<file path="src/rtl/fpu_pkg.sv">
// Shared types, constants and field helpers for the binary32 adder core.
package fpu_pkg;

  typedef enum logic [2:0] {
    GET_A = 3'd0,
    GET_B = 3'd1,
    ALIGN = 3'd2,
    ADD   = 3'd3,
    NORM  = 3'd4,
    ROUND = 3'd5,
    PUT_Z = 3'd6
  } fpu_state_t;

  localparam int EXP_W = 8;
  localparam int MAN_W = 23;
  localparam int EXT_W = 27;

  localparam logic [31:0] FP_QNAN = 32'h7FC00000;
  localparam logic [31:0] FP_INF  = 32'h7F800000;

  function automatic logic fp_sign(input logic [31:0] v);
    return v[31];
  endfunction

  function automatic logic [EXP_W-1:0] fp_exp(input logic [31:0] v);
    return v[30:23];
  endfunction

  function automatic logic [MAN_W-1:0] fp_man(input logic [31:0] v);
    return v[22:0];
  endfunction

endpackage

</file>
<file path="src/rtl/fpu_adder_core_if.sv">
// Operand/result strobe-acknowledge bundle between an fpu_add initiator and the core.
interface fpu_adder_core_if;
  import fpu_pkg::*;

  logic [31:0] input_a;
  logic        input_a_stb;
  logic        input_a_ack;
  logic [31:0] input_b;
  logic        input_b_stb;
  logic        input_b_ack;
  logic [31:0] output_z;
  logic        output_z_stb;

  modport master (
    output input_a, input_a_stb, input_b, input_b_stb,
    input  input_a_ack, input_b_ack, output_z, output_z_stb
  );

  modport slave (
    input  input_a, input_a_stb, input_b, input_b_stb,
    output input_a_ack, input_b_ack, output_z, output_z_stb
  );

endinterface

</file>
<file path="src/rtl/fpu_lzc28.sv">
// Combinational leading-zero counter over a 28-bit word; all-zero input yields 28.
module fpu_lzc28 (
  input  logic [27:0] i_val,
  output logic [4:0]  o_lz
);

  // Highest set bit wins because later iterations overwrite earlier ones.
  always_comb begin
    o_lz = 5'd28;
    for (int i = 0; i < 28; i++) begin
      o_lz = i_val[i] ? 5'(27 - i) : o_lz;
    end
  end

endmodule

</file>
<file path="src/rtl/fpu_adder_core.sv">
// Multi-cycle binary32 adder: captures A then B, aligns/adds/normalises/rounds (RNE),
// and presents the sum with a one-cycle strobe. Denormals are flushed to zero.
module fpu_adder_core
  import fpu_pkg::*;
(
  input  logic             clk,
  input  logic             rst,
  fpu_adder_core_if.slave  bus
);

  fpu_state_t r_state;
  fpu_state_t w_next;

  logic              r_a_ack;
  logic              r_b_ack;
  logic              r_z_stb;
  logic [31:0]       r_z;
  logic [31:0]       r_a;
  logic [31:0]       r_b;
  logic              r_special;
  logic [31:0]       r_special_z;
  logic              r_sign;
  logic              r_sign_s;
  logic              r_res_zero;
  logic signed [9:0] r_exp;
  logic [EXT_W-1:0]  r_man_l;
  logic [EXT_W-1:0]  r_man_s;
  logic [EXT_W:0]    r_sum;

  logic              w_a_fire;
  logic              w_b_fire;

  // Unpacked operand fields (exponent 0 is treated as zero).
  logic              w_sa;
  logic              w_sb;
  logic [EXP_W-1:0]  w_ea;
  logic [EXP_W-1:0]  w_eb;
  logic [MAN_W-1:0]  w_fa;
  logic [MAN_W-1:0]  w_fb;
  logic              w_a_zero;
  logic              w_b_zero;
  logic              w_a_inf;
  logic              w_b_inf;
  logic              w_a_nan;
  logic              w_b_nan;
  logic [23:0]       w_ma;
  logic [23:0]       w_mb;
  logic              w_a_ge;
  logic [EXP_W-1:0]  w_el;
  logic [EXP_W-1:0]  w_es;
  logic [EXP_W-1:0]  w_diff;
  logic [EXT_W-1:0]  w_ml27;
  logic [EXT_W-1:0]  w_ms27;
  logic [EXT_W-1:0]  w_ms_sh;
  logic [EXT_W-1:0]  w_mask;
  logic              w_sticky;
  logic [EXT_W-1:0]  w_ms_al;
  logic              w_special;
  logic [31:0]       w_special_z;

  logic [4:0]        w_lz;
  logic [4:0]        w_norm_shift;
  logic [EXT_W-1:0]  w_norm_man;
  logic signed [9:0] w_norm_exp;

  logic              w_inc;
  logic [24:0]       w_rnd;
  logic signed [9:0] w_fin_exp;
  logic [22:0]       w_fin_frac;
  logic [31:0]       w_result;

  assign bus.input_a_ack  = r_a_ack;
  assign bus.input_b_ack  = r_b_ack;
  assign bus.output_z     = r_z;
  assign bus.output_z_stb = r_z_stb;

  assign w_a_fire = (r_state == GET_A) && bus.input_a_stb && r_a_ack;
  assign w_b_fire = (r_state == GET_B) && bus.input_b_stb && r_b_ack;

  assign w_sa     = fp_sign(r_a);
  assign w_sb     = fp_sign(r_b);
  assign w_ea     = fp_exp(r_a);
  assign w_eb     = fp_exp(r_b);
  assign w_fa     = fp_man(r_a);
  assign w_fb     = fp_man(r_b);
  assign w_a_zero = (w_ea == 8'd0);
  assign w_b_zero = (w_eb == 8'd0);
  assign w_a_inf  = (w_ea == 8'hFF) && (w_fa == 23'd0);
  assign w_b_inf  = (w_eb == 8'hFF) && (w_fb == 23'd0);
  assign w_a_nan  = (w_ea == 8'hFF) && (w_fa != 23'd0);
  assign w_b_nan  = (w_eb == 8'hFF) && (w_fb != 23'd0);
  assign w_ma     = w_a_zero ? 24'd0 : {1'b1, w_fa};
  assign w_mb     = w_b_zero ? 24'd0 : {1'b1, w_fb};
  assign w_a_ge   = ({w_ea, w_ma} >= {w_eb, w_mb});
  assign w_el     = w_a_ge ? w_ea : w_eb;
  assign w_es     = w_a_ge ? w_eb : w_ea;
  assign w_diff   = w_el - w_es;
  assign w_ml27   = {(w_a_ge ? w_ma : w_mb), 3'b000};
  assign w_ms27   = {(w_a_ge ? w_mb : w_ma), 3'b000};
  assign w_ms_al  = {w_ms_sh[EXT_W-1:1], w_ms_sh[0] | w_sticky};

  // Alignment shifter: bits pushed past the round position collapse into sticky.
  always_comb begin
    w_ms_sh  = 27'd0;
    w_mask   = 27'd0;
    w_sticky = 1'b0;
    if (w_diff >= 8'd27) begin
      w_sticky = (w_ms27 != 27'd0);
    end else begin
      w_mask   = (27'd1 << w_diff[4:0]) - 27'd1;
      w_ms_sh  = w_ms27 >> w_diff[4:0];
      w_sticky = ((w_ms27 & w_mask) != 27'd0);
    end
  end

  // Special-operand classification, resolved in ALIGN and carried to the result.
  always_comb begin
    w_special   = 1'b1;
    w_special_z = FP_QNAN;
    if (w_a_nan || w_b_nan || (w_a_inf && w_b_inf && (w_sa != w_sb))) begin
      w_special_z = FP_QNAN;
    end else if (w_a_inf) begin
      w_special_z = r_a;
    end else if (w_b_inf) begin
      w_special_z = r_b;
    end else if (w_a_zero && w_b_zero) begin
      w_special_z = {w_sa & w_sb, 31'd0};
    end else if (w_a_zero) begin
      w_special_z = r_b;
    end else if (w_b_zero) begin
      w_special_z = r_a;
    end else begin
      w_special   = 1'b0;
      w_special_z = 32'd0;
    end
  end

  fpu_lzc28 u_lzc (
    .i_val (r_sum),
    .o_lz  (w_lz)
  );

  // Without carry the hidden bit belongs at bit 26, i.e. one below the lzc's MSB.
  assign w_norm_shift = w_lz - 5'd1;
  assign w_norm_man   = r_sum[EXT_W-1:0] << w_norm_shift;
  assign w_norm_exp   = r_exp - $signed({5'd0, w_norm_shift});

  assign w_inc      = r_man_l[2] & (r_man_l[1] | r_man_l[0] | r_man_l[3]);
  assign w_rnd      = {1'b0, r_man_l[EXT_W-1:3]} + {24'd0, w_inc};
  assign w_fin_exp  = w_rnd[24] ? (r_exp + 10'sd1) : r_exp;
  assign w_fin_frac = w_rnd[24] ? w_rnd[23:1] : w_rnd[22:0];

  // Final result selection for the value loaded into output_z.
  always_comb begin
    w_result = 32'd0;
    if (r_special) begin
      w_result = r_special_z;
    end else if (r_res_zero) begin
      w_result = {r_sign, 31'd0};
    end else if (w_fin_exp >= 10'sd255) begin
      w_result = {r_sign, FP_INF[30:0]};
    end else begin
      w_result = {r_sign, w_fin_exp[7:0], w_fin_frac};
    end
  end

  // Next-state logic.
  always_comb begin
    w_next = r_state;
    case (r_state)
      GET_A:   w_next = w_a_fire ? GET_B : GET_A;
      GET_B:   w_next = w_b_fire ? ALIGN : GET_B;
      ALIGN:   w_next = ADD;
      ADD:     w_next = NORM;
      NORM:    w_next = ROUND;
      ROUND:   w_next = PUT_Z;
      PUT_Z:   w_next = GET_A;
      default: w_next = GET_A;
    endcase
  end

  // State register.
  always_ff @(posedge clk or posedge rst) begin
    if (rst) begin
      r_state <= GET_A;
    end else begin
      r_state <= w_next;
    end
  end

  // Datapath and registered handshake/result outputs.
  always_ff @(posedge clk or posedge rst) begin
    if (rst) begin
      r_a_ack     <= 1'b0;
      r_b_ack     <= 1'b0;
      r_z_stb     <= 1'b0;
      r_z         <= 32'd0;
      r_a         <= 32'd0;
      r_b         <= 32'd0;
      r_special   <= 1'b0;
      r_special_z <= 32'd0;
      r_sign      <= 1'b0;
      r_sign_s    <= 1'b0;
      r_res_zero  <= 1'b0;
      r_exp       <= 10'sd0;
      r_man_l     <= 27'd0;
      r_man_s     <= 27'd0;
      r_sum       <= 28'd0;
    end else begin
      r_a_ack <= (w_next == GET_A);
      r_b_ack <= (w_next == GET_B);
      r_z_stb <= 1'b0;
      case (r_state)
        GET_A: begin
          if (w_a_fire) begin
            r_a <= bus.input_a;
          end
        end
        GET_B: begin
          if (w_b_fire) begin
            r_b <= bus.input_b;
          end
        end
        ALIGN: begin
          r_sign      <= w_a_ge ? w_sa : w_sb;
          r_sign_s    <= w_a_ge ? w_sb : w_sa;
          r_exp       <= $signed({2'b00, w_el});
          r_man_l     <= w_ml27;
          r_man_s     <= w_ms_al;
          r_special   <= w_special;
          r_special_z <= w_special_z;
        end
        ADD: begin
          if (r_sign == r_sign_s) begin
            r_sum <= {1'b0, r_man_l} + {1'b0, r_man_s};
          end else begin
            r_sum <= {1'b0, r_man_l} - {1'b0, r_man_s};
          end
        end
        NORM: begin
          if (r_sum[EXT_W]) begin
            r_man_l    <= {r_sum[EXT_W:2], r_sum[1] | r_sum[0]};
            r_exp      <= r_exp + 10'sd1;
            r_res_zero <= 1'b0;
          end else if (r_sum == 28'd0) begin
            r_res_zero <= 1'b1;
            r_sign     <= 1'b0;
          end else if (w_norm_exp <= 10'sd0) begin
            r_res_zero <= 1'b1;
          end else begin
            r_man_l    <= w_norm_man;
            r_exp      <= w_norm_exp;
            r_res_zero <= 1'b0;
          end
        end
        ROUND: begin
          r_z     <= w_result;
          r_z_stb <= 1'b1;
        end
        PUT_Z: begin
          r_z_stb <= 1'b0;
        end
        default: begin
          r_z_stb <= 1'b0;
        end
      endcase
    end
  end

endmodule
</file>
<file path="src/flat_wrapper.sv">
// flat-port wrapper written by rule: the top's interface ports become plain ports
module fpu_adder_core_flat import fpu_pkg::*;
  (clk, rst, bus_input_a, bus_input_a_stb, bus_input_b, bus_input_b_stb, bus_input_a_ack, bus_input_b_ack, bus_output_z, bus_output_z_stb);
  fpu_adder_core_if bus_i ();
  input  logic clk;
  input  logic rst;
  input wire logic [$bits(bus_i.input_a)-1:0] bus_input_a;
  input wire logic [$bits(bus_i.input_a_stb)-1:0] bus_input_a_stb;
  input wire logic [$bits(bus_i.input_b)-1:0] bus_input_b;
  input wire logic [$bits(bus_i.input_b_stb)-1:0] bus_input_b_stb;
  output wire logic [$bits(bus_i.input_a_ack)-1:0] bus_input_a_ack;
  output wire logic [$bits(bus_i.input_b_ack)-1:0] bus_input_b_ack;
  output wire logic [$bits(bus_i.output_z)-1:0] bus_output_z;
  output wire logic [$bits(bus_i.output_z_stb)-1:0] bus_output_z_stb;
  assign bus_i.input_a = bus_input_a;
  assign bus_i.input_a_stb = bus_input_a_stb;
  assign bus_i.input_b = bus_input_b;
  assign bus_i.input_b_stb = bus_input_b_stb;
  assign bus_input_a_ack = bus_i.input_a_ack;
  assign bus_input_b_ack = bus_i.input_b_ack;
  assign bus_output_z = bus_i.output_z;
  assign bus_output_z_stb = bus_i.output_z_stb;
  fpu_adder_core u_core (.clk(clk), .rst(rst), .bus(bus_i));
endmodule
</file>
<file path="config.mk">
export PLATFORM = sky130hd
export DESIGN_NAME = fpu_adder_core_flat
export DESIGN_NICKNAME = d
export VERILOG_FILES = /design/src/rtl/fpu_pkg.sv /design/src/rtl/fpu_adder_core_if.sv /design/src/rtl/fpu_lzc28.sv /design/src/rtl/fpu_adder_core.sv /design/src/flat_wrapper.sv
export SDC_FILE = /design/constraint.sdc
export NUM_CORES = 1
export LEC_CHECK = 0
export BUFFER_PORTS_ARGS = -buffer_cell sky130_fd_sc_hd__buf_2
export CAP_MARGIN = 10
export CORE_MARGIN = 1
export CORE_UTILIZATION = 43
export CTS_BUF_LIST = sky130_fd_sc_hd__clkbuf_4 sky130_fd_sc_hd__clkbuf_8 sky130_fd_sc_hd__clkbuf_16
export CTS_CLUSTER_SIZE = 28
export DETAILED_ROUTE_END_ITERATION = 8
export PLACE_DENSITY = 0.59
export SLEW_MARGIN = 10
export SYNTH_ARGS = -nofsm -noshare
export SYNTH_HDL_FRONTEND = slang
export SYNTH_SLANG_ARGS = --single-unit
</file>
<file path="constraint.sdc">
create_clock -name clk -period 20.9 [get_ports clk]
set_input_delay 4.18 -clock clk [delete_from_list [all_inputs] [get_ports clk]]
set_output_delay 4.18 -clock clk [all_outputs]
set_load 0.03 [all_outputs]
</file>
==> out/qor.txt, run 1 <==
Syn Nets = 2,296
grt total ovfl = 0
vias in the first global route = 16,180
global-route wire length before repair = 98.6 mm
Syn Std Cell Area = 18,100 sq um
R2R setup slack = 14,080 ps
Worst path slowest cell = clkinv_1
Max Clock Skew = 15.0 ps
worst hold endpoint = u_core.bus.output_z[25]
Core Rows = 74
Antenna Nets Post-Route = 0
worst hold stages = 2
worst r2r path cells = 20
routed via count = 17,082
Setup TNS = 0 ps
WP data arrival = 7250 ps
R2R Path End = u_core.r_man_l[9]
Max clock buf depth = 3
max cap viols = 0
I/O Pins = 103
Crit path largest cell delay = 730 ps
post-synthesis simple-gate area fraction = 0.175
worst skew pair latency = 570 ps
unrepaired setup endpoints after global routing = no
adder-cell share of the synthesized area = 0.0519
max-slew violations = 0
Residual DRC = 0
post-synthesis mux area share = 0.134
IO buf count = 102
minimum clock period = 6820 ps
Antenna Diode Count = 0
P&R area growth vs syn = 10.2%
largest family of logic cells by synthesized area = compound AO/OA/AOI/OAI gates
Distinct cells, synth = 89
Die X-Extent = 207 um
final WL = 64.0 mm
Hold/Removal Path Class = flip-flop to flip-flop
share of the synthesized area in the top cell type = 0.318
CTS tree = done
worst setup margin = 14,080 ps
FFs w/ async S/R, synth = 1.00
Peak Freq = 147 MHz
EDFF count, synth = 0
worst flop-to-flop path startpoint = u_core.r_sum[22]
synth warn = 0
top post-synthesis cells by area = dfrtp_1 32%, mux2i_1 6.5%, nand2_1 5.9%
CTS buffer count = 26
Post-Syn Area per Cell = 8.39 sq um
crit-path cells = inv_1 -> a2111oi_0 -> nor2_1 -> a21oi_1 -> o21ai_2 -> ha_1 -> xnor2_2 -> buf_4 -> clkinv_1 -> ha_1 -> o21a_1 -> o21ai_0 -> nor2b_1 -> maj3_1 -> a31o_2 -> a211oi_1 -> o21a_1 -> nand2_1 -> a221oi_1 -> nor2_1
largest net degree at the start of global routing = 92
crit path capture type = flip-flop
Die H = 207 um
Final Hold Viols = 0
Slew HR = 0.203
antenna violations before repair = 1
Detail Placement HPWL = 48.8 mm
clk slew on worst S/H paths = 70 ps
Resize count post-CTS = 0
CTS Root Buffer Type = clkbuf_16
Hold Crit Start = u_core.bus.output_z[25]
# hold bufs at CTS = 0
Critical Path Source Type = flip-flop
iteration count of the initial detailed-routing pass = 8
post-synthesis xor/xnor area fraction = 0.0406
Crit path required time = 21,340 ps
Nets = 2,309
initial DRC count = 1,654
CP max FO = 25
Post-synth top flop = dfrtp_1
via-per-instance ratio = 6.28
Initial Util = 0.440
die area = 42,900 sq um
worst-margin pin slew = 1190 ps
kind of critical path = flip-flop to flip-flop
Mapped Cells = 2,155
H-tree depth = 1
postcts setup bufs = 0
sequential fraction of the synthesis area = 0.318
Final Non-Filler Cells = 2,720
run status = finished clean
post-DR wirelength/cell = 23.5 um
DP Worst Slack = 14,230 ps
share of layout cells above drive strength 1 = 0.143
flop and latch count out of synthesis = 230
clk sinks = 230
GRT Overall Usage = 0.295
Post-Place Cells = 2,672
period utilisation layout = 0.326
Routability Congestion = 1.00
Synth Area in Compound Gates = 0.232
core area = 41,100 sq um
area leader, netlist = dfrtp_1
final setup fails = 0
## routing by layer
metal,up-vias,global-route usage,share of wire
li1,7973,-,-
met1,8279,0.418,0.45
met2,695,0.463,0.45
met3,135,0.0318,0.067
met4,0,0.115,0.040
met5,-,0,0
## critical path: cells and delay by family (launching register included)
| kind | cells | cell delay (ps) |
|---|---|---|
| xor+xnor | 1 | 150 |
| compound gates | 9 | 2910 |
| fa+ha+maj | 3 | 1310 |
| flops | 1 | 490 |
| buf+inv | 3 | 1120 |
| simple gates | 4 | 710 |
## layout by cell type, fill, tap and decap left out, drive strengths merged, types with 17 or more instances in the layout
cell    netlist  routed
o31ai        33      33
nand2       286     286
buf          19     133
o21ai       191     191
ha           71      71
nor3         46      46
nand2b       17      17
xor2         40      40
a21o         20      20
a211oi       34      34
a22oi        42      42
xnor2        43      43
mux2         71      71
clkbuf      129      35
nor4         32      32
a21oi       138     138
inv          76      77
nor2        156     156
a31oi        22      22
and3         23      23
mux4         20      20
mux2i       118     118
dfrtp       230     230
nand3        41      41
a22o         24      24
## area by class of cell
class                      count  area (sq um)
clock buffer                  35           749
clock inverter                13           193
fill                        4038         21200
inverter                      77           297
multi-input combinational   1700         11500
sequential                   230          5760
tap                          532           666
timing repair buffer         133           743
## flip-flops by register name, indices dropped and copies added (netlist names), 3 cells and up
name and flops:
u_core.bus.output_z 32, u_core.r_a 32, u_core.r_b 32, u_core.r_exp 10, u_core.r_man_l 27, u_core.r_man_s 27, u_core.r_special_z 32, u_core.r_state 3
u_core.r_sum 28
## how the worst max path moves through the flow
stage / start / to / slack [ps] / cells after the start
detailed placement: rst / u_core.r_special_z[29] / 14230 / 4
global route: u_core.r_sum[22] / u_core.r_man_l[9] / 13570 / 20
CTS: u_core.r_sum[22] / u_core.r_man_l[9] / 14160 / 20
global placement: rst / u_core.r_special_z[29] / 14260 / 4
floorplan: rst / u_core.bus.input_a_ack / 10420 / 1
finish: u_core.r_sum[22] / u_core.r_man_l[9] / 14080 / 20
## through the flow
step / hold WS (ps) / utilization / instance area [sq um]
6_report: 479 / 0.485 / 19900
5_1_grt: 507 / 0.485 / 19900
4_1_cts: 486 / 0.485 / 19900
3_5_place_dp: 471 / 0.462 / 19000
3_3_place_gp: 463 / 0.462 / 19000
2_1_floorplan: 450 / - / 18100
## Yosys cell counts (10+ instances only)
cell	count
a22oi_1	42
a31oi_1	22
nand2b_1	17
inv_1	73
clkbuf_1	129
o21ai_1	13
xor2_1	39
or3_1	10
mux2i_1	118
o22ai_1	10
nor2_1	155
nand2_1	286
a211oi_1	33
buf_1	11
o21a_1	16
and3_1	23
nand4_1	16
o21ai_0	177
o31ai_1	31
nor4_1	32
mux4_2	20
a22o_1	24
a21o_1	20
nor3_1	45
xnor2_1	43
nor2b_1	10
nand3_1	41
ha_1	71
a21oi_1	138
dfrtp_1	230
and2_1	15
mux2_2	71
## cells by family (layout without fill, tap and decap cells)
group | Yosys count | in the layout
AND/OR/NAND/NOR | 689 | 689
AO/OA/AOI/OAI | 645 | 645
flip-flops | 230 | 230
buffers and inverters | 225 | 258
multiplexers | 209 | 209
XOR/XNOR | 83 | 83
adder cells (fa/ha/maj) | 74 | 74
Power of run 1 is not shown: default switching activity piles up to over one toggle a cycle in this logic, so the estimate is an artifact.
==> run 2: changes to the inputs <==
--- a/config.mk
+++ b/config.mk
@@ -12,7 +12,7 @@
 export CTS_BUF_LIST = sky130_fd_sc_hd__clkbuf_4 sky130_fd_sc_hd__clkbuf_8 sky130_fd_sc_hd__clkbuf_16
 export CTS_CLUSTER_SIZE = 28
 export DETAILED_ROUTE_END_ITERATION = 8
-export PLACE_DENSITY = 0.59
+export PLACE_DENSITY = 0.61
 export SLEW_MARGIN = 10
 export SYNTH_ARGS = -nofsm -noshare
 export SYNTH_HDL_FRONTEND = slang
==> constraint.sdc (replaced) <==
create_clock -name clk -period 5.6 [get_ports clk]
set_input_delay 1.12 -clock clk [delete_from_list [all_inputs] [get_ports clk]]
set_output_delay 1.12 -clock clk [all_outputs]
set_load 0.03 [all_outputs]
==> out/qor.txt, run 2 (synthesis gave the netlist of run 1 again) <==
Critical Path Source Type = flip-flop
Max Clock Skew = 30.2 ps (+15.2 ps)
initial DRC count = 1,764 (+6.7%)
WP data arrival = 5820 ps (-1430 ps)
Hold Crit Start = u_core.bus.output_z[8]
worst-margin pin slew = 1230 ps (+36.2 ps)
CTS Root Buffer Type = clkbuf_16
Routability Congestion = 0.990 (-1.2%)
IO buf count = 102 (unchanged)
max-slew violations = 0 (unchanged)
core area = 41,100 sq um (unchanged)
met2 WL = 30.1 mm (+5.6%)
Nets = 2,399 (+3.9%)
iteration count of the initial detailed-routing pass = 9 (+1)
leading cell types in the layout, fill and taps excluded = 285 x nand2_1, 230 x dfrtp_1, 177 x o21ai_0
global-route wire length before repair = 102 mm (+3.8%)
met3 WL = 4.38 mm (+2.3%)
H-tree depth = 1 (unchanged)
max cap viols = 0 (unchanged)
vias in the first global route = 16,381 (+1.2%)
CP startpoint = u_core.r_a[23]
Final Core Density = 0.506 (+0.0210)
Residual DRC = 0 (unchanged)
I/O Pins = 103 (unchanged)
worst skew pair latency = 580 ps (about the same)
Crit path required time = 6040 ps (-15,300 ps)
GRT Overall Usage = 0.308 (+0.0120)
# fillers = 3,992 (-1.1%)
largest net degree at the start of global routing = 77 (-16%)
grt total ovfl = 0 (unchanged)
Multi-input gate area = 11,600 sq um (+0.76%)
CP max FO = 31 (+24%)
Setup TNS = 0 ps (unchanged)
leading cell type in the layout, fill and taps excluded = nand2_1
final WL = 66.8 mm (+4.4%)
Initial Util = 0.440 (unchanged)
run status = finished clean
CTS tree = done
met1 WL = 29.9 mm (+4.6%)
final setup fails = 0 (unchanged)
Final Non-Filler Cells = 2,812 (+3.4%)
R2R setup slack = 230 ps (-13,860 ps)
period utilisation layout = 0.960 (+0.634)
die area = 42,900 sq um (unchanged)
via-per-instance ratio = 6.19 (-1.5%)
Die H = 207 um (unchanged)
crit path capture type = flip-flop
Final Hold Viols = 0 (unchanged)
Detail Placement HPWL = 51.9 mm (+6.3%)
antenna violations before repair = 0 (-1)
kind of critical path = flip-flop to flip-flop
clk slew on worst S/H paths = 60 ps (about the same)
minimum clock period = 5370 ps (-1440 ps)
Post-Place Cells = 2,758 (+3.2%)
Hold/Removal Path Class = flip-flop to flip-flop
share of layout cells above drive strength 1 = 0.183 (+0.0404)
Max clock buf depth = 3 (unchanged)
Die X-Extent = 207 um (unchanged)
P&R area growth vs syn = 15.0%
routed via count = 17,399 (+1.9%)
Peak Freq = 186 MHz (+27%)
Slew HR = 0.173 (-0.0297)
CTS buffer count = 27 (+3.8%)
top sig layer = met4
Sequential Area = 5760 sq um (unchanged)
Core Rows = 74 (unchanged)
worst flop-to-flop path startpoint = u_core.r_a[23]
post-DR wirelength/cell = 23.7 um (+0.98%)
hold_ws = 477 ps (-2.10 ps)
Antenna Nets Post-Route = 0 (unchanged)
clk sinks = 230 (unchanged)
## run 2: changes by cell type in the layout (fill, tap and decap cells not counted), sizes merged
cell,before,now
buf,133,222
bufinv,4,2
clkbuf,35,39
clkinvlp,5,3
diode,0,1
inv,77,79
## run 2: area by class of cell
class / count / share of cell area
clock inverters: 11 / 0.00620
well taps: 532 / 0.0320
repair buffers: 222 / 0.0733
multi-input cells: 1700 / 0.559
clock buffers: 39 / 0.0389
flip-flops and latches: 230 / 0.277
diodes: 1 / 0.000120
inverters: 77 / 0.0141
## run 2: final timing paths
kind	to	cells after the start
setup reg to reg	u_core.r_man_s[0]	19
min in group asynchronous	u_core.r_b[26]	2
max in group asynchronous	u_core.r_a[17]	3
hold / removal	u_core.bus.output_z[8]	2
setup / recovery	u_core.r_man_s[0]	19
hold reg to reg	u_core.bus.output_z[8]	2
## run 2: critical path, cell delays in order (launching register included)
cell	delay, ps
dfrtp_1	390
nor4_2	290
nand2_1	130
buf_12	190
nand2_1	150
inv_1	100
ha_1	340
nand4_1	150
or4_1	580
a211oi_2	250
o311ai_1	130
and2_1	200
ha_1	220
o31a_1	380
or2_2	440
mux4_2	420
o221ai_1	130
a32oi_1	280
o221ai_1	200
o31a_1	260
## run 2: layer usage
layer	GRT usage	vias to the layer above
met3	0.0361	112
met1	0.438	8399
met4	0.105	0
met2	0.483	716
met5	0	-
li1	-	8172
## run 2: metrics by stage
stage	instance area, sq um	setup WS [ps]
2_1_floorplan	18100	44.0
3_3_place_gp	19700	89.4
3_5_place_dp	19700	41.0
4_1_cts	20700	103
5_1_grt	20800	-30.3
6_report	20800	225
## run 2: repair_timing
| item | CTS | global route |
|---|---|---|
| buffers inserted | 0 | 3 |
| endpoints found under the setup margin | 5 | 41 |
| pin swaps | 0 | 4 |
| hold buffers | 0 | 0 |
| gates resized for setup | 2 | 16 |
Power of run 2 is left out for the same reason.
==> run 3: changes to the inputs <==
--- a/config.mk
+++ b/config.mk
@@ -5,6 +5,7 @@
 export SDC_FILE = /design/constraint.sdc
 export NUM_CORES = 1
 export LEC_CHECK = 0
+export ABC_AREA = 1
 export BUFFER_PORTS_ARGS = -buffer_cell sky130_fd_sc_hd__buf_2
 export CAP_MARGIN = 10
 export CORE_MARGIN = 1
@@ -12,7 +13,7 @@
 export CTS_BUF_LIST = sky130_fd_sc_hd__clkbuf_4 sky130_fd_sc_hd__clkbuf_8 sky130_fd_sc_hd__clkbuf_16
 export CTS_CLUSTER_SIZE = 28
 export DETAILED_ROUTE_END_ITERATION = 8
-export PLACE_DENSITY = 0.61
+export PLACE_DENSITY = 0.59
 export SLEW_MARGIN = 10
 export SYNTH_ARGS = -nofsm -noshare
 export SYNTH_HDL_FRONTEND = slang
==> constraint.sdc (replaced) <==
create_clock -name clk -period 6.41 [get_ports clk]
set_input_delay 1.282 -clock clk [delete_from_list [all_inputs] [get_ports clk]]
set_output_delay 1.282 -clock clk [all_outputs]
set_load 0.03 [all_outputs]
==> out/qor.txt, run 3 <==
Max Clock Skew = 16.2 ps (-14.0 ps)
Antenna Nets Post-Route = 0 (unchanged)
P&R area growth vs syn = 11.0%
met1 WL = 29.3 mm (-2.0%)
Worst path top cell family by delay = simple AND/OR/NAND/NOR gates
vias in the first global route = 17,629 (+7.6%)
Core Rows = 74 (unchanged)
Hold/Removal Path Class = flip-flop to flip-flop
Worst path slowest cell = nand2_1
Crit path required time = 6890 ps (+850 ps)
synth warn = 0 (unchanged)
IO buf count = 102 (unchanged)
run status = finished clean
top post-synthesis cells by area = dfrtp_1 32%, nand2_1 13%, a21oi_1 6.1%
most frequent CP cell = nand2_1
Slew HR = 0.276 (+0.103)
EDFF count, synth = 0 (unchanged)
met3 WL = 4.83 mm (+10%)
WP data arrival = 6090 ps (+270 ps)
crit path capture type = flip-flop
Critical Path Source Type = flip-flop
Post-synth top flop = dfrtp_1
routed via count = 18,847 (+8.3%)
unrepaired setup endpoints after global routing = no
leading cell types in the layout, fill and taps excluded = 629 x nand2_1, 233 x inv_1, 233 x nor2_1
Antenna Diode Count = 0 (-1)
Routability Congestion = 0.985 (-0.57%)
period utilisation layout = 0.875 (-0.0845)
met2 WL = 30.9 mm (+2.9%)
# hold bufs at CTS = 0 (unchanged)
Resize count post-CTS = 0 (-2)
die area = 42,600 sq um (-0.69%)
largest net degree at the start of global routing = 148 (+92%)
Die H = 206 um (-0.35%)
Die X-Extent = 206 um (-0.35%)
leading cell type in the layout, fill and taps excluded = nand2_1
sequential fraction of the synthesis area = 0.321 (+0.00224)
Syn Nets = 2,753 (+20%)
# fillers = 4,183 (+4.8%)
H-tree depth = 1 (unchanged)
worst-margin pin slew = 1080 ps (-150 ps)
antenna violations before repair = 1 (+1)
FFs w/ async S/R, synth = 1.00 (unchanged)
GRT Overall Usage = 0.324 (+0.0169)
via-per-instance ratio = 5.88 (-4.9%)
share of layout cells above drive strength 1 = 0.100 (-0.0830)
grt total ovfl = 0 (unchanged)
commonest cells in the netlist = 629 x nand2_1, 234 x inv_1, 234 x nor2_1, 230 x dfrtp_1, 219 x a21oi_1
final WL = 68.6 mm (+2.7%)
flop and latch count out of synthesis = 230 (unchanged)
CTS buffer count = 28 (+3.7%)
Nets = 2,790 (+16%)
initial DRC count = 1,773 (+0.51%)
Critical path buffers and inverters = 6 (+4)
Post-Syn Area per Cell = 6.87 sq um (-18%)
iteration count of the initial detailed-routing pass = 6 (-3)
Detail Placement HPWL = 53.2 mm (+2.5%)
CTS Root Buffer Type = clkbuf_16
Initial Util = 0.438 (-0.00209)
global-route wire length before repair = 105 mm (+2.6%)
area leader, netlist = dfrtp_1
share of the synthesized area in the top cell type = 0.321 (+0.00224)
Crit path largest cell delay = 490 ps (-90 ps)
clk slew on worst S/H paths = 60 ps (about the same)
Max clock buf depth = 3 (unchanged)
postcts setup bufs = 0 (unchanged)
Setup TNS = 0 ps (unchanged)
I/O Pins = 103 (unchanged)
minimum clock period = 5610 ps (+236 ps)
Syn Std Cell Area = 18,000 sq um (-0.70%)
worst skew pair latency = 570 ps (about the same)
CP max FO = 42 (+35%)
Distinct cells, synth = 70 (-21%)
Peak Freq = 178 MHz (-4.2%)
Residual DRC = 0 (unchanged)
core area = 41,000 sq um (-0.23%)
clk sinks = 230 (unchanged)
max cap viols = 0 (unchanged)
Final Hold Viols = 0 (unchanged)
count leader, synth = nand2_1
Mapped Cells = 2,612 (+21%)
top sig layer = met4
kind of critical path = flip-flop to flip-flop
CTS tree = done
final setup fails = 0 (unchanged)
post-DR wirelength/cell = 21.4 um (-9.8%)
max-slew violations = 0 (unchanged)
[run 3: cell count changes in the layout (fill, tap and decap cells not counted), sizes merged, moves of 27 or more]
cell / previous run / this run
nand2: 286 / 641
inv: 79 / 251
nand3: 41 / 209
mux2i: 118 / 7
buf: 222 / 136
nor2: 156 / 242
a21oi: 138 / 221
mux2: 71 / 3
o21ai: 191 / 240
o22ai: 10 / 53
a211oi: 34 / 3
xnor2: 43 / 16
[run 3: logic make-up after synthesis]
family | Yosys count | share of synthesized area
flops | 230 | 0.321
fa+ha+maj | 73 | 0.0517
xor+xnor | 79 | 0.0417
buf+inv | 389 | 0.0873
simple gates | 1183 | 0.283
compound gates | 648 | 0.210
mux | 10 | 0.00578
[run 3: worst paths after layout]
| path | startpoint | slack [ps] | depth (start not counted) | to |
|---|---|---|---|---|
| min reg2reg | u_core.bus.output_z[27] | 480 | 2 | u_core.bus.output_z[27] |
| min in group asynchronous | rst | 760 | 2 | u_core.r_exp[1] |
| min | u_core.bus.output_z[27] | 480 | 2 | u_core.bus.output_z[27] |
| max | u_core.r_b[25] | 800 | 29 | u_core.r_man_s[1] |
| max reg2reg | u_core.r_b[25] | 800 | 29 | u_core.r_man_s[1] |
| max in group asynchronous | rst | 4440 | 3 | u_core.r_man_s[5] |
[run 3: stage by stage]
| stage | worst slack, ps | hold slack, ps | cell area [sq um] | instances | utilization |
|---|---|---|---|---|---|
| after global routing | 369 | 497 | 19900 | 3203 | 0.486 |
| final | 800 | 478 | 19900 | 3203 | 0.486 |
| after detailed placement | 993 | 469 | 18800 | 3150 | 0.459 |
| after CTS | 955 | 484 | 19900 | 3202 | 0.485 |
| after global placement | 1000 | 469 | 18800 | 3150 | 0.459 |
| after floorplan | 1490 | 447 | 18000 | 2612 | - |
[run 3: worst min-delay path, delay by kind of cell (launching register included)]
family	cells	cell delay (ps)
flops	1	340
simple gates	1	50
compound gates	1	60
[run 3: cell type report]
type / count / area (sq um) / area share
sequential: 230 / 5760 / 0.289
inverter: 260 / 987 / 0.0495
clock buffer: 37 / 823 / 0.0413
clock inverter: 15 / 245 / 0.0123
timing repair buffer: 136 / 798 / 0.0400
multi-input combinational: 1993 / 10700 / 0.535
tap: 532 / 666 / 0.0334
[run 3: metal layers]
metal  GRT usage  vias up
met5           0        -
met3      0.0391      167
li1            -     8935
met4       0.146        0
met2       0.519      853
met1       0.438     8892
Power of run 3 is left out for the same reason.
